--- src/rtl/andor_sweep_driver.sv ---
// andor_sweep_driver: exhaustive stimulus sweep for a dual AND-OR gate
// (one 3-3 AND-OR, one 2-2 AND-OR). Walks all 1024 input combinations,
// waits SAMPLE_DELAY settle cycles per vector, then compares the returned
// gate outputs with the ideal function and accumulates mismatch results.
module andor_sweep_driver #(
    parameter int unsigned SAMPLE_DELAY = 1
) (
    input  logic        clk,
    input  logic        rst_n,
    input  logic        start,
    input  logic        abort,
    output logic [5:0]  drv_p1,
    output logic [3:0]  drv_p2,
    input  logic        dut_p1y,
    input  logic        dut_p2y,
    output logic        busy,
    output logic        done,
    output logic        pass,
    output logic [10:0] err_count,
    output logic [9:0]  first_err_vec,
    output logic        first_err_valid
);

    typedef enum logic [1:0] {
        S_IDLE  = 2'd0,
        S_WAIT  = 2'd1,
        S_CHECK = 2'd2,
        S_DONE  = 2'd3
    } state_t;

    localparam logic [3:0] WAIT_LAST = 4'(SAMPLE_DELAY - 1);
    localparam logic [9:0] VEC_LAST  = 10'h3FF;

    state_t      state, state_nxt;
    logic [9:0]  vec;
    logic [3:0]  wcnt;
    logic [10:0] err_q;
    logic [9:0]  fev_q;
    logic        fev_vld_q;

    logic exp1, exp2, mismatch;
    logic in_busy, in_rest, accept, kill, wait_end;

    // Ideal gate responses for the vector currently on the drive pins
    assign exp1     = (&vec[2:0]) | (&vec[5:3]);
    assign exp2     = (&vec[7:6]) | (&vec[9:8]);
    assign mismatch = (dut_p1y != exp1) || (dut_p2y != exp2);

    assign in_busy  = (state == S_WAIT) || (state == S_CHECK);
    assign in_rest  = (state == S_IDLE) || (state == S_DONE);
    // abort beats start when both arrive while at rest
    assign accept   = in_rest && start && !abort;
    assign kill     = in_busy && abort;
    assign wait_end = (wcnt == WAIT_LAST);

    // State register
    always_ff @(posedge clk or negedge rst_n) begin
        if (!rst_n) state <= S_IDLE;
        else        state <= state_nxt;
    end

    // Next-state logic; abort overrides the compare step
    always_comb begin
        state_nxt = state;
        case (state)
            S_IDLE, S_DONE: begin
                if (start && abort) state_nxt = S_IDLE;
                else if (start)     state_nxt = S_WAIT;
            end
            S_WAIT: begin
                if (abort)         state_nxt = S_IDLE;
                else if (wait_end) state_nxt = S_CHECK;
            end
            S_CHECK: begin
                if (abort)                 state_nxt = S_IDLE;
                else if (vec == VEC_LAST)  state_nxt = S_DONE;
                else                       state_nxt = S_WAIT;
            end
            default: state_nxt = S_IDLE;
        endcase
    end

    // Status outputs decoded from the state
    always_comb begin
        busy = in_busy;
        done = (state == S_DONE);
        pass = (state == S_DONE) && (err_q == '0);
    end

    // Settle counter: restarts at zero for every newly driven vector
    always_ff @(posedge clk or negedge rst_n) begin
        if (!rst_n)                           wcnt <= '0;
        else if (accept || kill)              wcnt <= '0;
        else if (state == S_WAIT && !abort)   wcnt <= wait_end ? 4'd0 : wcnt + 4'd1;
    end

    // Vector register and result accumulation
    always_ff @(posedge clk or negedge rst_n) begin
        if (!rst_n) begin
            vec       <= '0;
            err_q     <= '0;
            fev_q     <= '0;
            fev_vld_q <= 1'b0;
        end else if (accept) begin
            vec       <= '0;
            err_q     <= '0;
            fev_q     <= '0;
            fev_vld_q <= 1'b0;
        end else if (kill) begin
            // partial results stay visible after a cancelled sweep
            vec <= '0;
        end else if (state == S_CHECK) begin
            if (mismatch) begin
                err_q <= err_q + 11'd1;
                if (!fev_vld_q) begin
                    fev_q     <= vec;
                    fev_vld_q <= 1'b1;
                end
            end
            // last vector stays on the pins through DONE
            if (vec != VEC_LAST) vec <= vec + 10'd1;
        end
    end

    assign drv_p1          = vec[5:0];
    assign drv_p2          = vec[9:6];
    assign err_count       = err_q;
    assign first_err_vec   = fev_q;
    assign first_err_valid = fev_vld_q;

endmodule

--- config.mk ---
export PLATFORM = sky130hd
export DESIGN_NAME = andor_sweep_driver
export DESIGN_NICKNAME = d
export VERILOG_FILES = /design/src/rtl/andor_sweep_driver.sv
export SDC_FILE = /design/constraint.sdc
export NUM_CORES = 1
export LEC_CHECK = 0
export CAP_MARGIN = 20
export CORE_ASPECT_RATIO = 1.4
export CORE_UTILIZATION = 48
export DETAILED_ROUTE_END_ITERATION = 12
export GPL_ROUTABILITY_DRIVEN = 0
export GPL_TIMING_DRIVEN = 0
export PLACE_DENSITY = 0.78
export SLEW_MARGIN = 20
export SYNTH_ARGS = -nofsm -noshare
export SYNTH_HDL_FRONTEND = slang
export SYNTH_SLANG_ARGS = --single-unit
--- constraint.sdc ---
create_clock -name clk -period 4.9 [get_ports clk]
set_input_delay 0.49 -clock clk [delete_from_list [all_inputs] [get_ports clk]]
set_output_delay 0.49 -clock clk [all_outputs]
set_load 0.01 [all_outputs]
### Word-level counts from Yosys, hierarchy flattened

Index checks and enable logic that the tools add are counted.

| operators by class | value |
|---|---|
| add/sub/neg operators | 3 |
| equality and inequality tests | 11 |
| muxes and demuxes | 27 |
| bitwise operators | 2 |
| reduce and logical (&&, ||, !) cells | 28 |

Operators by type and width:

| cell | count |
|---|---|
| 2-to-1 mux 10 bit | 9 |
| 2-to-1 mux 11 bit | 4 |
| 2-to-1 mux 2 bit | 6 |
| 2-to-1 mux 4 bit | 3 |
| adder 11 x 1 -> 11 bit, second input constant | 1 |
| logical NOT 11 bit | 1 |
| adder 10 x 1 -> 10 bit, second input constant | 1 |
| equality test 10 bit, second input constant | 1 |
| != test 10 bit, second input constant | 1 |
| AND reduction 3 bit | 3 |
| AND reduction 2 bit | 4 |
| logical AND 1 bit | 6 |
| != test 3 bit, second input constant | 2 |
| case mux 2 bit (3 select lines) | 1 |
| nonzero test 2 bit | 3 |
| nonzero test 3 bit | 2 |
| adder 4 x 1 -> 4 bit, second input constant | 1 |
| equality test 2 bit, second input constant | 2 |
| logical NOT 4 bit | 1 |
| logical OR 1 bit | 4 |
| 2-to-1 mux 1 bit | 4 |
| AND reduction 4 bit | 1 |
| equality test 2 x 1 -> 1 bit, second input constant | 1 |
| logical NOT 2 bit | 1 |
| 6 further kinds | 8 |

| word-level totals | value |
|---|---|
| register bits after elaboration | 38 |
| bits of input ports | 6 |
| output and inout bits | 35 |
| logic and storage cells | 77 |

### Depth between registers and ports, before layout

Gate-level depths: netlist of the first run.

| logic depth | value |
|---|---|
| word-level depth | 8 |
| gate-level depth with buffers | 8 |

### Least setup slack after synthesis of the first run

OpenSTA, ideal clock, no wires.

| path | value |
|---|---|
| path type | register -> register |
| start | register vec[0] |
| end | register err_q[6], in the netlist err_count[6] |
| arrival time | 1908 ps |
| data required time | 4817 ps |
| setup slack | 2910 ps |
| stages on the path, launching flop included | 8 |
| cell sequence | dfrtp_1 ha_1 ha_1 a31oi_1 xnor2_2 o21ai_4 or4_1 o21ai_0 |

| on the way | value |
|---|---|
| longest elaborated chain between the ends | 6 |

RTL lines:

| item | line | RTL |
|---|---|---|
| start: declaration | 35 | `logic [9:0] vec;` |
| start signal: assignment | 121 | `if (vec != VEC_LAST) vec <= vec + 10'd1;` |
| AND reduction 3 bit | 45 | `assign exp1 = (&vec[2:0]) \| (&vec[5:3]);` |
| OR 1 bit | 45 |  |
| != test 1 bit | 47 | `assign mismatch = (dut_p1y != exp1) \|\| (dut_p2y != exp2);` |
| logical OR 1 bit | 47 |  |
| nonzero test 2 bit (no line) | -- |  |
| AND reduction 3 bit (no line) | -- |  |
| end signal: assignment | 114 | `err_q <= err_q + 11'd1;` |
| end: declaration | 37 | `logic [10:0] err_q;` |

Every way passes these cells.
A chain may end at the register's enable or synchronous reset.

### Worst setup path after layout of the first run

| path | value |
|---|---|
| start | register state[0] |
| end | output pass |

| on the way | value |
|---|---|
| longest elaborated chain between the ends | 2 |

RTL lines:

| item | line | RTL |
|---|---|---|
| start: declaration | 34 | `state_t state, state_nxt;` |
| start signal: assignment | 59 | `else state <= state_nxt;` |
| equality test 2 bit | 87 | `pass = (state == S_DONE) && (err_q == '0);` |
| logical AND 1 bit | 87 |  |
| end: declaration | 18 | `output logic pass,` |

Every way passes these cells.

==> out/metrics.csv, run 1 <==
stage;metric;value;unit
finish;ANT cells;0;
sta;Setup Skew;8.386;ps
detailed_routing;sum of routed wire length over all layers;4580;µm
sta;Setup TNS;0;ps
die;core area;4239;µm²
sta;Tmin final;2494;ps
finish;# nets final;288;
power_and_ir_drop;Cell Pwr Density;335.2;nW/µm²
logic_synthesis;Ys Warns;0;
logic_synthesis;number of flops mapped to enable cells by yosys;0;
logic_synthesis;post-synthesis cell type count;45;
global_routing;total grt overflow;0;
clocking;CTS Buffer Depth;2;
job;MaxCap Viol Count;0;
placed_design;Post-DP HPWL;3355;µm
detailed_routing;vias per cell;5.422;
worst_setup_path;CP Cell Sequence;ha_1 -> nor4b_1 -> nand2_1 -> nor4_1 -> clkdlybuf4s50_1;
die;Ports;41;
logic_synthesis;cell count after synthesis;225;
clocking;CTS H-tree lvls;2;
die;# rows;28;
worst_setup_path;critical path data arrival time;2000;ps
sta;actual slew at the worst max-slew pin;666.1;ps
worst_setup_path;r2r setup slk;2700;ps
die;die area;4670;µm²
sta;RSZ-0062 raised after global routing;false;
detailed_routing;Pre-Repair DR Iteration Count;8;
logic_synthesis;FFs w/ async S/R, synth;100.0;%
clocking;worst skew pair latency;300;ps
worst_setup_path;Startpoint Class;register;
worst_setup_path;WS Path Type;reg2out;
logic_synthesis;Cell Area, Synth;2111;µm²
die;initial core utilization;49.79;%
finish;share of cells above drive strength 1;9.124;%
global_routing;initial antenna violation count;0;
min_path;hold crit path type;in2async;
logic_synthesis;count leader, synth;dfrtp_1;
clocking;cts repair resizes;0;
clocking;CTS tree;built;
detailed_routing;1st-iter DRT viols;65;
sta;Slew Viols, Final;0;
sta;max frequency;0.4010;GHz
logic_synthesis;most instantiated cells after synthesis;dfrtp_1 (38), nand2_1 (24), o21ai_0 (23);
clocking;TritonCTS Buffers;5;
finish;area grow syn2layout;27.74;%
global_routing;number of global-route vias before repair;1678;
detailed_routing;average routed wire per standard cell;13.71;µm
sta;Final period util;50.89;%
clocking;Post-CTS Hold Fix Bufs;0;
logic_synthesis;Synth Net Count;240;
run_status;failing checks;design-rule violations;
worst_setup_path;Crit path largest cell delay;570;ps
die;die height;80.46;µm
sta;# setup viols final;0;
logic_synthesis;largest cells by area after synthesis;dfrtp_1 (45%), o21ai_0 (5.5%), ha_1 (5.3%);
power_and_ir_drop;Static Leak;0.001145;µW
run_status;status;finished with violations;
logic_synthesis;dominant cell type by area after synthesis;dfrtp_1;
worst_setup_path;Req. time, crit path;4410;ps
global_routing;pin count of the biggest net entering global routing;27;
clocking;root buf cell;clkbuf_8;
global_routing;first-pass GRT wire length;7679;µm
worst_setup_path;Crit-path slowest cell;clkdlybuf4s50_1;
sta;Final WS setup;2406;ps
clocking;postcts setup bufs;0;
detailed_routing;Final ANT Viol Nets;0;
logic_synthesis;Yosys reg bits;38;
logic_synthesis;synthesized area per cell;9.381;µm²
logic_synthesis;top_reg_cell synth;dfrtp_1;
sta;final hold viol count;0;
worst_setup_path;CP max FO;4;
detailed_routing;DR DRC count;7;
clocking;clock transition at the registers of the reported paths;80;ps
global_routing;overall routing resource usage;21.43;%
placed_design;dpl ws;2523;ps
logic_synthesis;Seq/Total Area, Yosys;45.05;%
placed_design;port buffer count;40;
worst_setup_path;CP endpoint kind;primary output;
clocking;clock sinks;38;
sta;max_slew headroom;55.12;%
logic_synthesis;Yosys top cell area share;45.05;%
die;Die Wd;58.05;µm
detailed_routing;vias;1811;
power_and_ir_drop;VDD IR max;0.2056;mV
layout make-up:
class	count	area [µm²]
Buffer	9	60.06
Multi-Input combinational cell	165	1051
Clock buffer	6	82.58
Tap cell	60	75.07
Clock inverter	2	12.51
Sequential cell	38	950.9
Timing Repair Buffer	41	415.4
Fill cell	355	1543
Inverter	13	48.80
sequential cells by signal, indices dropped and copies added (netlist names):
name	count
first_err_vec	10
wcnt	4
vec	10
state	2
err_count	11
first_err_valid	1
per-layer routing:
metal  vias to the layer above  global-route usage [%]  share of wire (%)
met1                       860                   26.49                 43
li1                        904                       -                  -
met4                         0                   7.857                1.6
met5                         -                       0                  0
met3                         6                   3.865                3.8
met2                        41                   36.78                 52
worst max-delay path: cells and delay by family (launching register included):
family / cells / cell delay [ps]
buf+inv: 1 / 570
simple gates: 3 / 520
flops: 1 / 410
fa+ha+maj: 1 / 190
kinds of logic (layout without fill, tap and decap cells):
kind of cell             after synthesis  count (layout)  synth area share (%)
AND/OR/NAND/NOR                       92              92                 21.93
AO/OA/AOI/OAI                         53              53                 16.95
flip-flops                            38              38                 45.05
buffers and inverters                 22              71                 5.157
adder cells (fa/ha/maj)                9               9                 5.335
XOR/XNOR                               7               7                 3.616
multiplexers                           4               4                 1.956
worst paths after layout:
| check | cells past startpoint | startpoint | end |
|---|---|---|---|
| worst min register to register | 2 | first_err_vec[3]$_DFFE_PN0P_ | first_err_vec[3]$_DFFE_PN0P_ |
| min in group clk | 2 | first_err_vec[3]$_DFFE_PN0P_ | first_err_vec[3]$_DFFE_PN0P_ |
| worst max-delay path | 5 | state[0]$_DFFE_PN0P_ | pass |
| worst min-delay path | 1 | rst_n | err_count[10]$_DFFE_PN0P_ |
| worst max register to register | 8 | vec[0]$_DFFE_PN0P_ | err_count[0]$_DFFE_PN0P_ |
| max in group asynchronous | 2 | rst_n | first_err_vec[9]$_DFFE_PN0P_ |
placed cells by master (no fill, tap or decap), types with 2 or more instances in the layout:
| cell type | n |
|---|---|
| nor2_1 | 19 |
| nor2b_1 | 3 |
| nand3_1 | 17 |
| dfrtp_1 | 38 |
| nor3b_1 | 2 |
| mux2i_1 | 3 |
| nand2_1 | 24 |
| nor4_1 | 2 |
| o211ai_1 | 2 |
| and3_1 | 3 |
| clkbuf_1 | 3 |
| o21ai_0 | 23 |
| o31ai_1 | 2 |
| nor4b_1 | 2 |
| clkbuf_8 | 6 |
| xor2_1 | 3 |
| xnor2_2 | 2 |
| xnor2_1 | 2 |
| nand4_1 | 5 |
| a21oi_1 | 12 |
| inv_1 | 13 |
| or3_1 | 10 |
| buf_6 | 3 |
| clkdlybuf4s50_1 | 39 |
| buf_2 | 3 |
| ha_1 | 9 |
metrics by stage:
stage          power (µW)  std cells  hold slack [ps]  cell area, µm²  utilization (%)
2_1_floorplan       561.0        225            194.4            2111                -
3_3_place_gp        676.8        325            488.5            2586            61.01
3_5_place_dp        682.3        326            410.4            2601            61.36
4_1_cts             911.5        334            86.14            2696            63.61
5_1_grt             956.9        334            95.74            2696            63.61
6_report            903.8        334            73.96            2696            63.61
where the power goes:
| part | leakage [µW] | switching, µW | total, µW | internal (µW) |
|---|---|---|---|---|
| Sequential | 0.000524 | 32.6 | 373 | 340 |
| Clock | 0.0000472 | 116 | 229 | 113 |
| Combinational | 0.000574 | 171 | 302 | 131 |
| Total | 0.00114 | 320 | 904 | 584 |
Power figures use the tool's default switching activity.
==> run 2, diff against run 1 <==
Settings changed: CORE_UTILIZATION 48 to 47, PLACE_DENSITY 0.78 to 0.79.
Clock period 4.9 ns to 2.1 ns, I/O delays scaled along.
==> out/metrics.csv, run 2 (synthesis gave the netlist of run 1 again) <==
stage;metric;value;unit;change
worst_setup_path;Crit-path slowest cell;or4_1;;
sta;final hold viol count;0;;unchanged
finish;area of the multi-input gates;1090;µm²;+3.7%
finish;# nets final;292;;+1.4%
clocking;clock sinks;38;;unchanged
finish;Largest register FFs;11;;unchanged
worst_setup_path;Critical path buffers and inverters;0;;-1
worst_setup_path;r2r setup slk;80;ps;-2620 ps
finish;area grow syn2layout;30.11;%;
die;die height;81.30;µm;+1.0%
power_and_ir_drop;Static Leak;0.001158;µW;+1.1%
worst_setup_path;critical path data arrival time;2230;ps;+230 ps
clocking;CTS tree;built;;
global_routing;pin count of the biggest net entering global routing;29;;+7.4%
placed_design;Post-DP HPWL;3404;µm;+1.5%
detailed_routing;vias per cell;5.579;;+2.9%
sta;actual slew at the worst max-slew pin;446.3;ps;-219.8 ps
worst_setup_path;CP delay by family, top;simple AND/OR/NAND/NOR gates;;
die;Ports;41;;unchanged
die;# rows;28;;unchanged
placed_design;port buffer count;40;;unchanged
worst_setup_path;worst r2r dst;err_count[6]$_DFFE_PN0P_;;
clocking;CTS Buffer Depth;2;;unchanged
sta;# setup viols final;0;;unchanged
worst_setup_path;Crit path largest cell delay;470;ps;-100 ps
die;die area;4767;µm²;+2.1%
worst_setup_path;r2r startpoint;vec[1]$_DFFE_PN0P_;;
clocking;TritonCTS Buffers;5;;unchanged
detailed_routing;Final ANT Viol Nets;0;;unchanged
sta;max frequency;0.4959;GHz;
worst_setup_path;WS Path Type;reg2reg;;
die;core area;4274;µm²;+0.83%
finish;most common cell after layout, fill and taps aside;clkdlybuf4s50_1;;
sta;Tmin final;2017;ps;
detailed_routing;average routed wire per standard cell;13.94;µm;+1.7%
finish;Register Area;953.4;µm²;+0.26%
placed_design;Placed Area;2601;µm²;unchanged
sta;Final period util;96.03;%;
finish;commonest non-fill, non-tap cells in the layout;clkdlybuf4s50_1 (38), dfrtp_1 (36), nand2_1 (24);;
detailed_routing;vias;1880;;+3.8%
worst_setup_path;R2R depth;7;;-1
global_routing;initial antenna violation count;0;;unchanged
sta;Setup Skew;5.076;ps;-3.310 ps
clocking;clock transition at the registers of the reported paths;70;ps;about the same
clocking;root buf cell;clkbuf_8;;
global_routing;first-pass GRT wire length;7962;µm;+3.7%
run_status;status;finished, final reports clean;;
min_path;hold crit path type;in2async;;
finish;fillers;366;;+3.1%
power_and_ir_drop;Cell Pwr Density;760.4;nW/µm²;+130%
sta;Slew Viols, Final;0;;unchanged
detailed_routing;1st-iter DRT viols;84;;+29%
placed_design;dpl cells;326;;unchanged
power_and_ir_drop;VDD IR max;0.3817;mV;+86%
detailed_routing;sum of routed wire length over all layers;4699;µm;+2.6%
die;initial core utilization;49.39;%;-0.41 points
finish;ANT cells;0;;unchanged
worst_setup_path;CP Cell Sequence;ha_2 -> ha_1 -> a31oi_2 -> xnor2_2 -> o21ai_4 -> or4_1 -> o21ai_0;;
die;Die Wd;58.64;µm;+1.0%
clocking;CTS H-tree lvls;2;;unchanged
finish;Layout Cells excl Fill;337;;+0.90%
finish;share of cells above drive strength 1;12.64;%;+3.5 points
global_routing;overall routing resource usage;21.90;%;+0.46 points
clocking;worst skew pair latency;290;ps;about the same
global_routing;number of global-route vias before repair;1789;;+6.6%
sta;Setup TNS;0;ps;unchanged
global_routing;total grt overflow;0;;unchanged
worst_setup_path;Startpoint Class;register;;
sta;worst hold slack;331.8;ps;+257.9 ps
job;MaxCap Viol Count;0;;unchanged
detailed_routing;DR DRC count;0;;-7
sta;max_slew headroom;70.25;%;+15 points
worst_setup_path;CP max FO;6;;+2
worst_setup_path;CP endpoint kind;register;;
finish;post-route design area;2746;µm²;+1.9%
worst_setup_path;Req. time, crit path;2310;ps;-2100 ps
detailed_routing;Pre-Repair DR Iteration Count;4;;-4
run 2: cell count changes in the layout (fill, tap and decap cells not counted), sizes merged:
cell | previous run | this run
dlygate4sd2 | 0 | 1
dlygate4sd3 | 0 | 1
clkdlybuf4s50 | 39 | 38
buf | 7 | 9
clkinvlp | 1 | 0
clkbuf | 10 | 9
clkinv | 1 | 2
o21ai | 24 | 25
run 2: layout make-up:
class,count,share of cell area (%)
multi-input cells,166,39.68
flip-flops and latches,38,34.72
repair buffers,44,15.99
well taps,60,2.733
clock buffers,5,2.506
plain buffers,9,2.232
inverters,13,1.777
clock inverters,2,0.3645
run 2: worst max-delay path by stage:
stage                  startpoint                  endpoint  slack, ps  cells after the start
2_1_floorplan  vec[0]$_DFFE_PN0P_  err_count[6]$_DFFE_PN0P_        110                      7
3_3_place_gp                rst_n        vec[0]$_DFFE_PN0P_        -90                      1
3_5_place_dp   vec[0]$_DFFE_PN0P_  err_count[0]$_DFFE_PN0P_        -80                      8
4_1_cts        vec[1]$_DFFE_PN0P_  err_count[6]$_DFFE_PN0P_         10                      7
5_1_grt        vec[1]$_DFFE_PN0P_  err_count[6]$_DFFE_PN0P_         -6                      7
6_report       vec[1]$_DFFE_PN0P_  err_count[6]$_DFFE_PN0P_         80                      7
run 2: through the flow:
stage	total power, µW	worst slack (ps)	util [%]
3_3_place_gp	1578	-89.54	60.51
5_1_grt	2222	-5.616	64.26
2_1_floorplan	1309	109.8	-
6_report	2088	83.30	64.26
3_5_place_dp	1591	-82.27	60.86
4_1_cts	2081	9.954	63.52
run 2: what timing repair did:
| item | in CTS | in global routing |
|---|---|---|
| setup buffers | 1 | 1 |
| setup endpoints to repair | 21 | 27 |
| pin swaps | 3 | 2 |
| hold buffers | 1 | 0 |
| gates cloned | 1 | 0 |
| endpoints found under the hold margin | 10 | 0 |
| gates resized for setup | 4 | 8 |
run 2: per-layer routing:
metal  vias to the layer above  track usage, %  part of all wire [%]
met3                         5           3.981                   2.8
li1                        909               -                     -
met1                       927           25.71                    43
met5                         -               0                     0
met4                         0           7.619                  0.89
met2                        39           39.54                    54
run 2: power by group:
part / total, µW / switching (µW) / internal [µW]
registers: 868 / 73.2 / 795
clock network: 475 / 252 / 223
logic: 746 / 415 / 331
